===== src/rtl/fully_connected_network.sv =====
// fully_connected_network
// Two-layer binary-weight spiking network built from integrate-and-fire neurons.
// Layer 1 has NUM_LAYER1 neurons. Each one takes a 2-bit current taken from
// current_input. Layer 2 has NUM_LAYER2 neurons. Each one counts the registered
// layer-1 spikes that reach it through synapse_weights.
//
// Optional feature: define FCN_LEAK_EN to add a leak. A neuron that is idle
// (not refractory, not firing, zero input) then loses one unit of membrane
// per cycle. With the macro undefined, an idle neuron holds its membrane.
module fully_connected_network #(
  parameter int                                NUM_LAYER1        = 10,
  parameter int                                NUM_LAYER2        = 5,
  parameter logic [7:0]                        THRESHOLD         = 8'd1,
  parameter int                                REFRACTORY_PERIOD = 5,
  parameter logic [NUM_LAYER1*NUM_LAYER2-1:0]  SYNAPSE_WEIGHTS   = '0
) (
  input  logic                                 clk,
  input  logic                                 reset,
  input  logic [15:0]                          current_input,
  input  logic [7:0]                           threshold,
  input  logic [7:0]                           refractory_period,
  input  logic [NUM_LAYER1*NUM_LAYER2-1:0]     synapse_weights,
  output logic [NUM_LAYER1-1:0]                spike_output,
  output logic [NUM_LAYER2-1:0]                spike_output_layer2
);

  // The current_input mapping {bit i+6, bit i} only covers ten layer-1 neurons.
  // REFRACTORY_PERIOD and SYNAPSE_WEIGHTS are documented defaults only.
  // The datapath does not read them, so they are only range-checked here.
  if (NUM_LAYER1 > 10) begin : g_bad_layer1
    $error("NUM_LAYER1 above 10 has no current_input mapping");
  end
  if (REFRACTORY_PERIOD > 255 || $bits(SYNAPSE_WEIGHTS) != NUM_LAYER1 * NUM_LAYER2) begin : g_bad_defaults
    $error("REFRACTORY_PERIOD or SYNAPSE_WEIGHTS default is out of range");
  end

  typedef struct packed {
    logic       fire;
    logic [7:0] v;
    logic [7:0] r;
  } step_t;

  logic [7:0] v1 [NUM_LAYER1];
  logic [7:0] r1 [NUM_LAYER1];
  logic [7:0] v2 [NUM_LAYER2];
  logic [7:0] r2 [NUM_LAYER2];

  step_t      step1 [NUM_LAYER1];
  step_t      step2 [NUM_LAYER2];
  logic [7:0] eff_th;

  // One neuron update. A refractory neuron clamps V to 0 and counts R down.
  // Otherwise the neuron integrates with saturation and fires at or above
  // the threshold.
  function automatic step_t neuron_step(input logic [7:0]  v,
                                        input logic [7:0]  r,
                                        input logic [15:0] cur,
                                        input logic [7:0]  th,
                                        input logic [7:0]  rp);
    step_t      res;
    logic [16:0] sum;
    logic [7:0]  s;
    res = '0;
    sum = {9'd0, v} + {1'b0, cur};
    s   = (sum > 17'd255) ? 8'hFF : sum[7:0];
    if (r != 8'd0) begin
      res.fire = 1'b0;
      res.v    = 8'd0;
      res.r    = r - 8'd1;
    end else if (s >= th) begin
      res.fire = 1'b1;
      res.v    = 8'd0;
      res.r    = rp;
    end else begin
      res.fire = 1'b0;
      res.v    = s;
      res.r    = 8'd0;
`ifdef FCN_LEAK_EN
      if (cur == 16'd0 && v != 8'd0) begin
        res.v = v - 8'd1;
      end
`endif
    end
    return res;
  endfunction

  // A zero on the threshold port selects the THRESHOLD parameter as fallback
  always_comb begin
    eff_th = (threshold == 8'd0) ? THRESHOLD : threshold;
  end

  // Layer-1 next state from the 2-bit current of each neuron
  always_comb begin
    for (int i = 0; i < NUM_LAYER1; i++) begin
      step1[i] = neuron_step(v1[i], r1[i],
                             {14'd0, current_input[i+6], current_input[i]},
                             eff_th, refractory_period);
    end
  end

  // Layer-2 next state. Each neuron counts the weighted registered layer-1
  // spikes, which adds the extra cycle of latency through the second layer.
  always_comb begin
    for (int j = 0; j < NUM_LAYER2; j++) begin
      logic [15:0] cnt;
      cnt = '0;
      for (int i = 0; i < NUM_LAYER1; i++) begin
        cnt = cnt + 16'(spike_output[i] & synapse_weights[j*NUM_LAYER1+i]);
      end
      step2[j] = neuron_step(v2[j], r2[j], cnt, eff_th, refractory_period);
    end
  end

  // Register membranes, refractory counters and spike pulses.
  // Reset clears every neuron's state.
  always_ff @(posedge clk) begin
    if (reset) begin
      for (int i = 0; i < NUM_LAYER1; i++) begin
        v1[i] <= 8'd0;
        r1[i] <= 8'd0;
      end
      for (int j = 0; j < NUM_LAYER2; j++) begin
        v2[j] <= 8'd0;
        r2[j] <= 8'd0;
      end
      spike_output        <= '0;
      spike_output_layer2 <= '0;
    end else begin
      for (int i = 0; i < NUM_LAYER1; i++) begin
        v1[i]           <= step1[i].v;
        r1[i]           <= step1[i].r;
        spike_output[i] <= step1[i].fire;
      end
      for (int j = 0; j < NUM_LAYER2; j++) begin
        v2[j]                  <= step2[j].v;
        r2[j]                  <= step2[j].r;
        spike_output_layer2[j] <= step2[j].fire;
      end
    end
  end

endmodule


===== config.mk =====
export PLATFORM = sky130hd
export DESIGN_NAME = fully_connected_network
export DESIGN_NICKNAME = d
export VERILOG_FILES = /design/src/rtl/fully_connected_network.sv
export SDC_FILE = /design/constraint.sdc
export NUM_CORES = 1
export LEC_CHECK = 0
export BUFFER_PORTS_ARGS = -buffer_cell sky130_fd_sc_hd__buf_2
export CAP_MARGIN = 20
export CORE_MARGIN = 2
export CORE_UTILIZATION = 60
export CTS_BUF_LIST = sky130_fd_sc_hd__clkbuf_8
export CTS_CLUSTER_DIAMETER = 200
export DETAILED_ROUTE_END_ITERATION = 16
export PLACE_DENSITY = 0.79
export SKIP_LAST_GASP = 1
export SLEW_MARGIN = 20
export SYNTH_ARGS = -nofsm -noshare
export SYNTH_HDL_FRONTEND = slang
export SYNTH_SLANG_ARGS = --single-unit

===== constraint.sdc =====
create_clock -name clk -period 16.7 [get_ports clk]
set_input_delay 0.835 -clock clk [delete_from_list [all_inputs] [get_ports clk]]
set_output_delay 0.835 -clock clk [all_outputs]
set_load 0.02 [all_outputs]

# Word-level counts from Yosys, hierarchy flattened
# Memories as Yosys holds them, arrays and structs flattened.
# Cells that the tools add are included.
# op_classes
n_addsub	75
order_cmp	30
muxes	79
bitwise_logic	80
reduce_logical	31
# op_table
cell	count
two-way mux 8 bit	46
two-way mux 17 bit	15
two-way mux 16 bit	15
>= comparator 8 bit	15
nonzero test 8 bit	15
subtractor 8 x 1 -> 8 bit (second input constant)	15
adder 8 x 2 -> 9 bit	10
> comparator 9 x 8 -> 1 bit (second input constant)	10
adder 8 x 10 -> 11 bit	5
> comparator 11 x 8 -> 1 bit (second input constant)	5
adder 9 x 1 -> 10 bit	5
AND 1 bit	50
adder 8 x 1 -> 9 bit	5
adder 7 x 1 -> 8 bit	5
adder 6 x 1 -> 7 bit	5
adder 5 x 1 -> 6 bit	5
bitwise OR 1 bit	30
OR reduction 2 bit	15
adder 4 x 1 -> 5 bit	5
adder 3 x 1 -> 4 bit	5
adder 2 x 1 -> 3 bit	5
adder 1 x 1 -> 2 bit	5
logical NOT 8 bit	1
two-way mux 1 bit	3
# totals
ff_bits	15
ramBits	240
input_bits	84
out_inout_bits	15
elab_cells	314
memories	4
# mem_list
memory	depth	word_bits	read_ports	rd_clocked_by_memory_dff	write_ports	line	source
r1	10	8	10	0	10	44	logic [7:0] r1 [NUM_LAYER1];
v1	10	8	10	0	10	43	logic [7:0] v1 [NUM_LAYER1];
r2	5	8	5	0	5	46	logic [7:0] r2 [NUM_LAYER2];
v2	5	8	5	0	5	45	logic [7:0] v2 [NUM_LAYER2];

# Depth between registers and ports, before layout
# depth
ltp_word	17
depth_mapped	22
ltp_nobuf	21

# Worst setup path after synthesis
# OpenSTA, ideal clock, no wires.
# synth_timing
path_type	input -> register
startpoint	input port synapse_weights[5]
endpoint	memory v2[0][4]
setup_time_ns	0.091
t_arrival_ns	5.651
slack_ns	10.958
cell_stages	21
cell_sequence	and2_1 fa_1 inv_1 fa_1 inv_1 fa_1 fa_1 inv_1 fa_1 nor2b_1 o31a_1 nand3_1 and2_1 a31oi_1 ha_1 a21o_1 a221oi_1 o21ai_1 or3_1 clkbuf_1 a311oi_1
# synth_lines
item	line	source
start, declared	22	input logic [NUM_LAYER1*NUM_LAYER2-1:0] synapse_weights,
end, declared	45	

==> impl_metrics.yaml <==
route:
  routed_wl_um: 40500
  wl_met1_um: 17900
  drc_errors: 0
  maxUsedRoutingLayer: "met4"
  final_antenna_net_count: 0
  first_pass_iters: 5
  vias: 14500
  viasPerCell: 5.95
  post_drt_wl_per_cell_um: 16.6
  drt_iter0_markers: 1103
  wl_met2_um: 19000
  wl_met3_um: 2280
worst_setup_path:
  crit_chain: "and2_1, fa_1, inv_1, fa_1, inv_1, fa_1, fa_1, inv_1, fa_1, nor2b_1, o21ai_1, a21oi_1, nor3b_1, nor2_1, ha_1, a21o_1, a221oi_1, o21ai_1, or3_1, a311oi_1"
  cp_slowest_cell: "fa_1"
  worstPathArrival_ns: 6.34
  r2r_cells: 20
  max_stage_delay_ns: 0.53
  required_ns: 17.17
  cp_common_cell: "fa_1"
  r2r_setup_slack_ns: 10.84
  worst-path-max-fanout: 12
  cp-start-kind: "register"
  worstSetupPathType: "register to register"
  cp-end-kind: "register"
synth:
  synth.cell_area_mm2: 0.0167
  synthCells: 1933
  synth_edf_count: 0
  seq_area_frac_synth_pct: 30.6
  async_reset_ff_share_pct: 0
  synth.distinct_cells: 67
  synth_seq_cells: 255
  syn_nets: 2242
  ys.warnings.count: 0
  synth.avg_cell_area_um2: 8.63
  synth-main-ff-cell: "dfxtp_1"
global_routing:
  grt_max_degree: 57
  grt_pass1_wl_um: 65900
  grt_pass1_vias: 13800
  globalRouteTotalUtil_pct: 27.6
  grt_overflow: 0
  antenna_found_initial: 0
placement:
  place_ws_ns: 10.09
  portBuffers: 98
  hpwl_um: 28400
  gp_congestion: 0.833
floorplan:
  row_count: 61
  die_area_mm2: 0.0291
  fp.coreArea_mm2: 0.0276
  boundaryPins: 99
  start_util_pct: 60.5
  die_h_um: 171
  die_w_um: 171
sta:
  post-route-period-util_pct: 35.1
  finalSetupViolations: 0
  fin_skew_ns: 0.0217
  max_slew_margin_pct: 29.2
  hold_viol: 0
  finalSetupTns_ns: 0
  worst_slack_ns: 10.84
  hold_ws_ns: 0.491
  rsz0062_at_grt: "no"
  finalMaxSlewViolations: 0
  worst_slew_pin_slew_ns: 1.06
  period_needed_ns: 5.86
  max_freq_mhz: 171
cts:
  cts_tree: "done"
  clkLatencyLatePin_ns: 0.56
  cts_resized: 0
  numCtsBuffers: 43
  postCtsSetupRepairBufs: 0
  clock_sinks: 255
  htree_levels: 2
  clk_pin_slew_ns: 0.06
  hold_buffers: 0
  clk_path_buf_depth: 3
  root_buffer: "clkbuf_8"
finish:
  n_antenna_cell: 0
  area_delta_synth_final_pct: 10.4
  num-fill-cells: 2255
  drive_above_1_share_pct: 10.1
  layout_common_cells: "dfxtp_1, ha_1, nand2_1, a21oi_1, inv_1"
  final_common_cell: "dfxtp_1"
  fin_util_pct: 66.8
  nets: 2336
power_and_ir_drop:
  power_w: 0.00234
  p_leak_nw: 8.46
  vdd_drop_max_mv: 0.0631
  p_per_area_mw_per_mm2: 127
hold_path:
  hold_path_class: "register to register"
  hold_path_depth: 1
outcome:
  outcome: "complete, no violations"
job:
  drv_cap: 0
-- cell families (layout without fill, tap and decap cells) --
logic type | count (synthesis) | after routing | share of synthesized area [%]
AND/OR/NAND/NOR | 747 | 747 | 23.9
multiplexers | 24 | 24 | 1.52
AO/OA/AOI/OAI | 422 | 422 | 16.5
flip-flops | 255 | 255 | 30.6
adder cells (fa/ha/maj) | 225 | 225 | 18.9
XOR/XNOR | 84 | 84 | 4.41
buffers and inverters | 176 | 303 | 4.04
-- layer usage --
layer,vias to the layer above,GRT usage [%]
met5,-,0
met3,99,3.82
met1,6801,35.4
met2,421,47.6
met4,0,9.85
li1,7181,-
-- per-stage QoR --
stage / instances / area (um2)
CTS: 2438 / 18400
detailed placement: 2360 / 17500
finish: 2438 / 18400
global route: 2438 / 18400
floorplan: 1933 / 16700
global placement: 2360 / 17500
-- flip-flops by register name, summed over array words and instances, names as in the netlist --
signal	count
r1	80
v1	80
r2	40
v2	40
spike_output	10
spike_output_layer2	5
-- worst max-delay path: cells and delay by family (launching register included) --
| kind | cells | cell delay, ns |
|---|---|---|
| fa+ha+maj | 6 | 2.53 |
| simple gates | 5 | 1.15 |
| compound gates | 6 | 1.49 |
| buf+inv | 3 | 0.21 |
| flops | 1 | 0.38 |
-- power by group --
| group | leakage, nW | internal (W) | switching, W |
|---|---|---|---|
| combinational | 5.87 | 0.000392 | 0.000519 |
| sequential | 2.08 | 0.000729 | 0.000114 |
| clock | 0.521 | 0.000325 | 0.000259 |
-- layout make-up --
type	count	area, um2	share of cell area, %
clock inverter	20	115	0.625
multi-input combinational	1502	10900	59.3
sequential	255	5100	27.7
timing repair buffer	108	568	3.09
tap	378	473	2.57
inverter	117	439	2.39
clock buffer	58	798	4.34
-- cells in the mapped netlist, drive strengths merged (6+ instances only) --
cell | number | area, um2
a2111oi | 6 | 52.6
clkbuf | 55 | 210
nor3 | 69 | 350
o21a | 15 | 113
o2111ai | 7 | 61.3
a41oi | 11 | 96.3
nor3b | 12 | 90.1
nor4 | 20 | 144
and4 | 12 | 105
nor4b | 7 | 61.3
o32ai | 21 | 184
fa | 45 | 901
a211oi | 27 | 203
dfxtp | 255 | 5100
nand2b | 41 | 272
mux2 | 11 | 124
mux2i | 13 | 130
or2 | 9 | 56.3
nand4 | 13 | 81.3
xor2 | 41 | 359
o21ai | 51 | 255
a21o | 23 | 173
nor2 | 114 | 428
xnor2 | 43 | 377
and3 | 37 | 231
a211o | 11 | 96.3
a31oi | 39 | 244
nand2 | 168 | 631
ha | 180 | 2250
nor2b | 43 | 269
nand3 | 83 | 415
a21oi | 140 | 701
and4b | 19 | 190
inv | 117 | 439
o31ai | 25 | 188
and2 | 71 | 444
a221oi | 14 | 123
or3 | 18 | 128
-- path summary, 6_finish.rpt --
kind | startpoint | end
min | r1[9][0] | r1[9][0]
min reg2reg | r1[9][0] | r1[9][0]
max reg2reg | spike_output[0] | v2[0][28]
max | spike_output[0] | v2[0][28]
Power figures use the tool's default switching activity.
